==> src/rtl/imem_loader.sv <==
// imem_loader: boot-time program loader for the instruction memory.
// It takes a byte stream over a valid/ready handshake and builds big-endian
// 32-bit words from it. Each word is written to consecutive word addresses.
// A trailing XOR checksum is checked before the core is let out of reset.
//
// Stream format: N[15:8], N[7:0], 4*N data bytes, then the XOR of all
// preceding bytes.
//
// Ports:
//   clk, rst             clock (rising edge), async active-low reset
//   in_data/in_valid     byte source; in_ready marks acceptance
//   start                re-arm request, honoured only in DONE or ERROR
//   mem_we/addr/wdata    registered instruction-memory write port
//   cpu_hold             1 keeps the core in reset
//   busy, done, error    load status
//
// state  | meaning
// -------+-----------------------------------------------
// LEN_HI | waiting for word count high byte
// LEN_LO | waiting for word count low byte, range check
// DATA   | assembling words and writing them to memory
// CSUM   | waiting for checksum byte
// DONE   | program loaded and verified, core released
// ERROR  | bad length or checksum, core held
module imem_loader #(
    parameter logic [31:0] BASE_ADDR = 32'h0000_0000,
    parameter int          MAX_WORDS = 256
) (
    input  logic        clk,
    input  logic        rst,
    input  logic [7:0]  in_data,
    input  logic        in_valid,
    output logic        in_ready,
    input  logic        start,
    output logic        mem_we,
    output logic [31:0] mem_addr,
    output logic [31:0] mem_wdata,
    output logic        cpu_hold,
    output logic        busy,
    output logic        done,
    output logic        error
);

    typedef enum logic [2:0] {
        S_LEN_HI,
        S_LEN_LO,
        S_DATA,
        S_CSUM,
        S_DONE,
        S_ERROR
    } state_t;

    localparam logic [16:0] MAX_N = 17'(MAX_WORDS);

    state_t      state;
    logic [15:0] len_q;
    logic [15:0] idx_q;
    logic [1:0]  byte_cnt;
    logic [31:0] word_q;
    logic [7:0]  csum_q;

    logic        xfer;
    logic [15:0] len_next;
    logic [31:0] word_next;
    logic [7:0]  csum_next;

    assign xfer      = in_valid && in_ready;
    assign len_next  = {len_q[15:8], in_data};
    assign word_next = {word_q[23:0], in_data};
    assign csum_next = csum_q ^ in_data;

    always_ff @(posedge clk or negedge rst) begin
        if (!rst) begin
            state     <= S_LEN_HI;
            in_ready  <= 1'b1;
            busy      <= 1'b1;
            cpu_hold  <= 1'b1;
            done      <= 1'b0;
            error     <= 1'b0;
            mem_we    <= 1'b0;
            mem_addr  <= BASE_ADDR;
            mem_wdata <= 32'h0;
            len_q     <= 16'h0;
            idx_q     <= 16'h0;
            byte_cnt  <= 2'd0;
            word_q    <= 32'h0;
            csum_q    <= 8'h0;
        end else begin
            mem_we <= 1'b0;
            case (state)
                S_LEN_HI: begin
                    if (xfer) begin
                        len_q[15:8] <= in_data;
                        csum_q      <= csum_next;
                        state       <= S_LEN_LO;
                    end
                end
                S_LEN_LO: begin
                    if (xfer) begin
                        len_q[7:0] <= in_data;
                        csum_q     <= csum_next;
                        if ({1'b0, len_next} > MAX_N) begin
                            state    <= S_ERROR;
                            in_ready <= 1'b0;
                            busy     <= 1'b0;
                            error    <= 1'b1;
                        end else if (len_next == 16'h0) begin
                            state <= S_CSUM;
                        end else begin
                            state <= S_DATA;
                        end
                    end
                end
                S_DATA: begin
                    if (xfer) begin
                        csum_q   <= csum_next;
                        word_q   <= word_next;
                        byte_cnt <= byte_cnt + 2'd1;
                        if (byte_cnt == 2'd3) begin
                            // Address wraps modulo 2^32 by construction.
                            mem_we    <= 1'b1;
                            mem_wdata <= word_next;
                            mem_addr  <= BASE_ADDR + {14'h0, idx_q, 2'b00};
                            idx_q     <= idx_q + 16'd1;
                            if (idx_q == len_q - 16'd1) begin
                                state <= S_CSUM;
                            end
                        end
                    end
                end
                S_CSUM: begin
                    if (xfer) begin
                        in_ready <= 1'b0;
                        busy     <= 1'b0;
                        if (in_data == csum_q) begin
                            state    <= S_DONE;
                            done     <= 1'b1;
                            cpu_hold <= 1'b0;
                        end else begin
                            state <= S_ERROR;
                            error <= 1'b1;
                        end
                    end
                end
                S_DONE, S_ERROR: begin
                    if (start) begin
                        state    <= S_LEN_HI;
                        in_ready <= 1'b1;
                        busy     <= 1'b1;
                        cpu_hold <= 1'b1;
                        done     <= 1'b0;
                        error    <= 1'b0;
                        mem_addr <= BASE_ADDR;
                        len_q    <= 16'h0;
                        idx_q    <= 16'h0;
                        byte_cnt <= 2'd0;
                        word_q   <= 32'h0;
                        csum_q   <= 8'h0;
                    end
                end
                default: begin
                    state    <= S_ERROR;
                    in_ready <= 1'b0;
                    busy     <= 1'b0;
                    cpu_hold <= 1'b1;
                    done     <= 1'b0;
                    error    <= 1'b1;
                end
            endcase
        end
    end

endmodule
==> config.mk <==
export PLATFORM = sky130hd
export DESIGN_NAME = imem_loader
export DESIGN_NICKNAME = d
export VERILOG_FILES = /design/src/rtl/imem_loader.sv
export SDC_FILE = /design/constraint.sdc
export NUM_CORES = 1
export LEC_CHECK = 0
export CAP_MARGIN = 15
export CORE_MARGIN = 4
export CORE_UTILIZATION = 30
export CTS_CLUSTER_DIAMETER = 150
export DETAILED_ROUTE_END_ITERATION = 16
export PLACE_DENSITY = 0.55
export SLEW_MARGIN = 30
export SYNTH_ARGS = -nofsm -noshare
export SYNTH_HDL_FRONTEND = slang
export SYNTH_SLANG_ARGS = --single-unit
==> constraint.sdc <==
create_clock -name clk -period 2.9 [get_ports clk]
set_clock_uncertainty 0.1 [all_clocks]
set_input_delay 0.29 -clock clk [delete_from_list [all_inputs] [get_ports clk]]
set_output_delay 0.29 -clock clk [all_outputs]
set_load 0.02 [all_outputs]
Word-level counts from Yosys, hierarchy flattened
Cells that the tools add are included.
Word-level totals
  output and inout port bits: 70
  memories: 0
  latch bits: 0
  ROM bits: 0
  word-level logic and storage cells: 110
  memory bits (writable): 0
  register bits: 138
Operators by class
  equal/unequal tests: 19
  $mul: 0
  shift-type cells: 0
  magnitude comparators: 1
  bitwise gates (word level): 3
  reductions and logical operators: 20
  mux-type cells: 50
  $add $sub $neg: 3
  div/mod/pow operators: 0
Operator list (number)
  $mux 32: 3
  $pmux 32 s2: 1
  $mux 16: 3
  $pmux 24 s2: 1
  $pmux 8 s2: 3
  $pmux 16 s2: 1
  $mux 24: 1
  $mux 3: 8
  $mux 8: 3
  $ne 2x2->1 const B: 10
  $mux 1: 18
  $add 16x1->16 const B: 1
  $eq 16x16->1: 1
  $gt 16x9->1 const B: 1
  $logic_not 16->1: 1
  $sub 16x1->16 const B: 1
  $pmux 3 s5: 1
  $reduce_and 3->1: 5
  $eq 8x8->1: 1
  $pmux 1 s4: 2
  $reduce_and 4->1: 2
  $reduce_bool 2->1: 4
  $xor 8x8->8: 1
  $reduce_and 7->1: 1
  16 further kinds: 22

Depth between registers and ports, before layout
Gate-level depths: netlist (run 1).
  depth after elaboration: 6
  mapped depth: 8
  depth with buffers taken out: 8

Worst setup path after synthesis (run 1)
No wires, ideal clock.
  kind: register to register
  start: register, netlist name busy
  end: register idx_q[12]
  period minus slack after synthesis: 2.229 ns
  stages on the path, launching flop included: 8
  setup slack: 0.671 ns
  library setup time: 0.078 ns
  required time: 2.722 ns
  data arrival time: 2.052 ns
  cell sequence: dfstp_2 -> and2_1 -> clkbuf_1 -> nand3_1 -> inv_2 -> o2111ai_1 -> or3_1 -> a21oi_1
RTL lines
  end signal, assigned: RTL line 124  | idx_q <= idx_q + 16'd1;
  end, declared: RTL line 57  | logic [15:0] idx_q;

Worst setup path in the final report (run 1)
  start: register len_q[10]
  end: register state[0]
Between the ends
  word-level cells in the longest chain between the ends: 5
Ends and longest elaborated chain
  start, declared: RTL line 56  | logic [15:0] len_q;
  start signal, assigned: RTL line 93  | len_q[15:8] <= in_data;
  branches (longest 5 deep; another with $sub 16x1->16)
  end signal, assigned: RTL line 103  | state <= S_ERROR;
  end signal, assigned: RTL line 108  | state <= S_CSUM;
  end signal, assigned: RTL line 110  | state <= S_DATA;
  end, declared: RTL line 55  | state_t state;
Several ways; the timed one is not identified. The select of a mux whose other input is x is not followed.
A chain may end at the register's enable or synchronous reset.

==> impl_summary.md, run 1 <==
STA
Setup violations remaining at the end of the flow were counted as 0. The final period utilization is 82.9%. The setup TNS after final layout is 0 ns. The number of pins with negative max-slew slack in the final report is 0. In this run the tightest slew margin relative to its limit is 51.2%. The actual slew at the worst max-slew pin is 0.732 ns. The count of final hold-check violations came to 0. The minimum setup slack in the final design is 0.495 ns.

Based on the critical path, the design can be clocked at up to 416 MHz. Setup repair after global routing left no endpoint under its margin. The clock period minus final worst setup slack is 2.41 ns.

Clocking
Clock tree synthesis inserted a total of 17 buffers. The clock passes through at most 2 buffers. CTS placed an instance of clkbuf_16 at the clock tree root.

Clock latency on the worst-skew pair, taken at its later pin, is 0.43 ns. TritonCTS built the clock tree. The H-tree generated during clock tree synthesis spans 4 levels. Counting every sink on the clock net gives 122. After clock tree synthesis, the clock-pin slew on the worst setup and hold paths is 0.06 ns.

Yosys
Counting every instance in the synthesized netlist gives 659. The register area share after synthesis is 52.2%. The yosys synthesis warning count is 0. In this run, synthesis inferred 0 flip-flops with an integrated enable. Counting flops and latches in the post-synthesis netlist gives 122. The most used flip-flop cell after synthesis is dfrtp_1. The mean instance size in the synthesized netlist is 8.87 um^2.

The async set or reset register ratio after synthesis is 100%. In this run, distinct cell masters in the synthesized netlist total 55. The total standard cell area after synthesis is 0.00585 mm^2.

GRT
The largest net degree at the start of global routing is 57. The first global-routing pass estimated 24.5 mm of wire. The number of antenna violations at the first check in global routing came to 0. The via count of the first global-routing pass is 4,596. The total overflow reported by the global router is 0. The total global-route track usage is 14.2%.

Power and ir drop
The leakage power of the design is 3.42 nW. The switching power is 0.843 mW. The worst IR drop on VDD is 0.000420 V. Internal power comes to 2.95 mW.

The total power per unit cell area is 519 mW/mm^2. The part of the total power dissipated in the clock network is 52.3%. In this run, flip-flops and latches consume 45.0% of the power. Per report_power, the combinational group accounts for 2.7% of the total. The switching share of power is 22.2%.

Layout
The number of antenna diodes in the final layout is 0. The post-layout instance area is 0.00730 mm^2. In the layout the commonest cells are nand2_1 (221), dfrtp_1 (120), clkdlybuf4s50_1 (64). The commonest non-fill, non-tap cell in the layout is nand2_1. For this run, the share of the core covered by cells in the final layout is 38.5%. The area growth from synthesis to layout is 24.9%.

The net total in the final layout is 737. The post-route netlist has 8.04% of its cells at a drive strength greater than 1.

Placement
The congestion estimate from routability-driven global placement came to 0.857. The number of buffers inserted by port buffering is 65. The placed wire-length estimate is 10.3 mm. The post-place instance area is 0.00674 mm^2. The worst setup slack before clock tree synthesis is 0.369 ns.

Route
Wires add up to 14.7 mm. In the routed design, unresolved DRC markers number 0. The mean number of vias per cell is 4.66. The violation count after the first detailed-route iteration is 257. The detailed-routing iteration count for the pre-antenna-repair pass is 5. The remaining antenna violation count after routing is 0.

After detailed routing, the average wire length per cell comes to 14.7 um. The routed via count is 4,630.

Setup path
For this run, the slowest stage of the critical path takes 0.46 ns. STA classifies the critical path endpoint as a register. The type of the worst setup path is reg -> reg. Walking the worst path, the cells encountered are or3_4, or4_4, a2111oi_4, a2111oi_0, o22ai_1, a21oi_1. The critical-path cell with the highest stage delay is dfrtp_1. STA classifies the critical path startpoint as a register. The biggest fanout along the worst timing path is 7. STA puts the critical path data arrival time at 2.61 ns. The required time of the critical path is 3.10 ns.

Outcome
The flow ran to the end, and the final reports show no timing, DRC or antenna violations.

Floorplanning
The total die area is 0.0218 mm^2. The floorplan has 50 rows. The die boundary height is 148 um. The die width is 148 um. For this configuration, the core starts out at a cell density of 30.9%. After floorplanning, the core was sized to cover 0.0190 mm^2.

In this run the count of I/O pins placed on the die edge is 82.

Hold path
In this run the worst hold path is classified as reg -> reg.

Flow run
Across the run, the number of max-cap violations was 0.
## power groups by stage
| stage | logic [mW] | clock network (mW) | registers [mW] |
|---|---|---|---|
| 6_report | 0.102 | 1.98 | 1.70 |
| 5_1_grt | 0.116 | 2.11 | 1.70 |
| 4_1_cts | 0.106 | 2.04 | 1.70 |
| 2_1_floorplan | 0.0468 | 0 | 1.73 |
| 3_3_place_gp | 0.104 | 0 | 1.73 |
| 3_5_place_dp | 0.104 | 0 | 1.73 |
## path summary, 6_finish.rpt
| kind | startpoint | to | slack [ns] | cells past startpoint |
|---|---|---|---|---|
| max | len_q[10] | state[0] | 0.49 | 6 |
| min | word_q[18] | mem_wdata[26] | 0.37 | 2 |
| max reg2reg | len_q[10] | state[0] | 0.49 | 6 |
| min reg2reg | word_q[18] | mem_wdata[26] | 0.37 | 2 |
| max in group asynchronous | rst | word_q[12] | 1.51 | 3 |
| min in group asynchronous | rst | len_q[5] | 0.39 | 2 |
## layout make-up
| cell class | instances | area (um^2) |
|---|---|---|
| Clock inverter | 10 | 95.1 |
| Inverter | 8 | 30.0 |
| Fill cell | 1926 | 11700 |
| Timing Repair Buffer | 84 | 793 |
| Clock buffer | 21 | 460 |
| Sequential cell | 122 | 3060 |
| Multi-Input combinational cell | 489 | 2540 |
| Tap cell | 260 | 325 |
## worst max-delay path: cells and delay by family (launching register included)
| family | cells | cell delay (ns) |
|---|---|---|
| and+or+nand+nor | 2 | 0.88 |
| AOI/OAI and AO/OA | 4 | 0.84 |
| DFF | 1 | 0.46 |
## stage by stage
stage | hold WS (ns) | instances | power [mW]
floorplan | -0.106 | 674 | 1.78
global placement | 0.309 | 962 | 1.84
detailed placement | 0.306 | 962 | 1.84
CTS | 0.374 | 994 | 3.85
global route | 0.393 | 994 | 3.93
finish | 0.366 | 994 | 3.79
## cell usage after synthesis (3+ instances only)
master,number,area (um^2)
nand2_1,221,830
dfrtp_1,120,3000
o21ai_0,57,285
clkbuf_1,29,109
nand3_1,29,145
nor2_1,20,75.1
xor2_1,20,175
buf_4,19,143
xnor2_1,18,158
a21oi_1,12,60.1
nor2b_1,12,75.1
nand4_1,10,62.6
inv_1,7,26.3
a22o_1,6,52.6
buf_1,6,22.5
and2_1,5,31.3
nand2b_1,5,31.3
nor3_1,5,25.0
a21o_1,4,30.0
nor4_1,4,25.0
a2111oi_0,3,26.3
ha_1,3,37.5
## metal layers
metal,up-vias,share of wire [%],global-route usage [%]
met1,2203,49,19.9
met2,118,45,20.9
met3,14,4.9,3.68
li1,2295,-,-
met4,0,1.7,5.68
met5,-,0,0
## what timing repair did
action	4_1_cts	5_1_grt
resized for setup	0	0
hold endpoints to repair	50	0
hold buffers	1	0
endpoints found under the setup margin	0	0
buffers inserted	0	0
## sequential cells by signal (all words and copies together), names as in the netlist
register	cells
busy	1
byte_cnt	2
cpu_hold	1
csum_q	8
done	1
error	1
idx_q	16
len_q	16
mem_addr	16
mem_wdata	32
mem_we	1
state	3
word_q	24
## cells by family after synthesis
| logic type | synth area share, % |
|---|---|
| flip-flops | 52.2 |
| AO/OA/AOI/OAI | 11.0 |
| AND/OR/NAND/NOR | 24.8 |
| multiplexers | 0.342 |
| buffers and inverters | 5.28 |
| adder cells (fa/ha/maj) | 0.642 |
| XOR/XNOR | 5.69 |
| other | 0.0641 |
No activity file was read; power rests on OpenSTA's default activity.
==> run 2, diff against run 1 <==
==> constraint.sdc (replaced) <==
create_clock -name clk -period 2.3 [get_ports clk]
set_clock_uncertainty 0.1 [all_clocks]
set_input_delay 0.23 -clock clk [delete_from_list [all_inputs] [get_ports clk]]
set_output_delay 0.23 -clock clk [all_outputs]
set_load 0.02 [all_outputs]
==> run 2 against run 1 <==
Compared with the run above:
- via count up 1.5%
- sequential share of layout area down 1.9 points
- clock power up 35%
- worst hold slack worse by 0.12 ns
- cell count up 3.6%
- cell area up 4.9%
- global-route usage up 0.095 points
- sequential power up 26%
- first-iteration DRC count up 9.3%
- flip-flop and latch count unchanged
- count of clock-buffer cells in the layout down 2
- highest routed layer unchanged
==> impl_summary.md, run 2 (synthesis gave the netlist of run 1 again) <==
Outcome
Outcome: complete, no violations (unchanged).

STA
The clock period minus final worst setup slack is 2.18 ns (was 2.41 ns). The number of pins with negative max-slew slack in the final report was 0 (unchanged). The hold slack is 0.249 ns (was 0.366 ns). The worst slew margin relative to its limit came to 64.7% (was 51.2%). The count of final hold-check violations is 0 (unchanged). The final period utilization is 95.0% (was 82.9%). The upper clock frequency limit is 458 MHz (was 416 MHz). The setup-violating endpoint count in the final report was 0 (unchanged).

The actual slew at the worst max-slew pin is 0.529 ns (was 0.732 ns).

Layout
The fraction of final layout cells with drive strength greater than 1 came to 12.9% (was 8.04%). The number of antenna repair diodes is 0 (unchanged). The post-layout instance area is 0.00766 mm^2 (was 0.00730 mm^2). The total of fill cells in the finished design came to 1,929 (was 1,926). The commonest non-fill, non-tap cell in the layout is nand2_1 (unchanged). The largest register by flop count is mem_wdata (unchanged). The net total in the final layout was 772 (was 737). The area growth from synthesis to layout came to 31.0% (was 24.9%). The number of flip-flops under the largest register name came to 32 (unchanged).

Registers with the highest flip-flop counts: mem_wdata: 32 flops, word_q: 24 flops (unchanged). The final standard cell utilization of the core is 40.4% (was 38.5%). Most frequent cells in the layout: nand2_1 (221), dfrtp_1 (120), clkdlybuf4s50_1 (64) (unchanged).

Floorplanning
The core footprint was 0.0190 mm^2 (unchanged). The total die area is 0.0218 mm^2 (unchanged). The die boundary height was 148 um (unchanged). The boundary pin count is 82 (unchanged). The site row count was 50 (unchanged). The die width is 148 um (unchanged). The starting density of the core is 30.9% (unchanged).

Route
The remaining routing DRC violations is 0 (unchanged). The detailed-routing iteration count for the pre-antenna-repair pass is 5 (unchanged). The routed via count is 4,701 (was 4,630).

The violation count after the first detailed-route iteration came to 281 (was 257). The wire length per cell is 14.4 um (was 14.7 um). The detailed-route wire length is 14.8 mm (was 14.7 mm).

The remaining antenna violation count after routing is 0 (unchanged). The mean number of vias per cell is 4.56 (was 4.66).

Power and ir drop
The leakage power of the design is 3.63 nW (was 3.42 nW). The worst IR drop on VDD is 0.000455 V (was 0.000420 V). The total power per unit cell area is 648 mW/mm^2 (was 519 mW/mm^2).

Setup path
The required time of the critical path was 2.54 ns (was 3.10 ns). The type of the worst setup path is reg -> reg (unchanged). The data arrival at the endpoint of the critical path is 2.42 ns (was 2.61 ns).

The biggest fanout along the worst timing path came to 8 (was 7). CP Cell Sequence: buf_4, nor3_1, nand3_1, a211o_1, a2111oi_1, nand4b_1, a21oi_1 (was or3_4, or4_4, a2111oi_4, a2111oi_0, o22ai_1, a21oi_1). The category of the worst setup path capture point is a register (unchanged).

The nature of the critical path startpoint is a register (unchanged). The highest cell delay on the worst timing path is 0.41 ns (was 0.46 ns). The critical-path cell with the highest stage delay is dfrtp_1 (unchanged).

Clocking
The clock tree from TritonCTS is yes (unchanged). The CTS buffer count is 17 (unchanged). The number of buffers inserted to repair setup after CTS is 0 (unchanged).

The clock tree root driver cell is clkbuf_16 (unchanged). The number of clock sinks is 122 (unchanged). The clock latency at the later pin of the worst-skew pair is 0.41 ns (was 0.43 ns). The clock transition at the registers of the reported paths was 0.06 ns (about the same). The maximum number of buffers from clock root to sink is 2 (unchanged).

The H-tree depth is 4 (unchanged).

GRT
The via count of the first global-routing pass was 4,655 (was 4,596). The total global-route track usage came to 14.3% (was 14.2%). The largest net degree at the start of global routing is 54 (was 57). The number of antenna violations at the first check in global routing is 0 (unchanged).

The total overflow reported by the global router was 0 (unchanged). The first-pass GRT wire length is 24.7 mm (was 24.5 mm).

Placement
The number of buffers inserted by port buffering came to 65 (unchanged). The placed wire-length estimate is 10.3 mm (about the same). The post-place instance area is 0.00704 mm^2 (was 0.00674 mm^2). The final weighted congestion in routability-driven placement is 0.811 (was 0.857).

Flow run
The max-capacitance violation count is 0 (unchanged).

Hold path
The type of the worst min-delay path is in -> async (was reg -> reg).
[run 2: layout make-up]
cell class	instances	area, um^2	area share, %
well taps	260	325	4.25
multi-input cells	489	2560	33.4
flip-flops and latches	122	3060	39.9
inverters	8	30.0	0.392
repair buffers	119	1090	14.3
clock inverters	13	151	1.98
clock buffers	19	443	5.78
[run 2: worst max-delay path: cells and delay by family (launching register included)]
kind,cells,cell delay [ns]
AOI/OAI and AO/OA,3,0.83
buffers and inverters,1,0.18
DFF,1,0.41
and+or+nand+nor,3,0.60
[run 2: repair_timing]
action,4_1_cts,5_1_grt
resized for setup,0,6
endpoints found under the hold margin,34,0
hold buffers,1,0
endpoints found under the setup margin,0,2
[run 2: final timing paths]
check | start | slack (ns) | cells after the start | end
worst max-delay path | len_q[3] | 0.12 | 7 | state[0]
worst min-delay path | rst | 0.25 | 2 | mem_wdata[10]
worst max register to register | len_q[3] | 0.12 | 7 | state[0]
worst min register to register | cpu_hold | 0.36 | 2 | cpu_hold
max in group asynchronous | rst | 1.17 | 3 | cpu_hold
min in group clk | cpu_hold | 0.36 | 2 | cpu_hold
[run 2: metal layers]
metal / vias to the layer above / track usage, % / share of wire, % / wire [um]
met2: 100 / 21.5 / 46 / 6750
met3: 12 / 3.56 / 4.6 / 688
met1: 2230 / 20.0 / 49 / 7200
met5: - / 0 / 0 / 0
met4: 0 / 4.94 / 1.3 / 193
li1: 2359 / - / - / -
[run 2: metrics by stage]
stage / total power [mW] / setup WS, ns / instances / setup TNS [ns]
after CTS: 5.03 / 0.00449 / 1030 / 0
after global routing: 5.16 / -0.0563 / 1030 / -0.0563
after global placement: 2.33 / -0.0409 / 997 / -0.0409
final: 4.97 / 0.116 / 1030 / 0
after detailed placement: 2.33 / -0.0246 / 997 / -0.0246
after floorplan: 2.25 / 0.0707 / 674 / 0
[run 2: power by group]
group          internal (mW)  leakage, nW  switching [mW]
clock network           1.72        0.288           0.954
logic                 0.0422         1.65           0.103
registers               2.15         1.69               0
total                   3.91         3.63            1.06
==> run 3, diff against run 2 <==
--- a/config.mk
+++ b/config.mk
@@ -11,7 +11,7 @@
 export CTS_CLUSTER_DIAMETER = 150
 export DETAILED_ROUTE_END_ITERATION = 16
 export PLACE_DENSITY = 0.55
-export SLEW_MARGIN = 30
+export SLEW_MARGIN = 20
 export SYNTH_ARGS = -nofsm -noshare
 export SYNTH_HDL_FRONTEND = slang
 export SYNTH_SLANG_ARGS = --single-unit
==> results of run 3 <==
The final DEF is identical to that of run 2; final timing and power are the same.
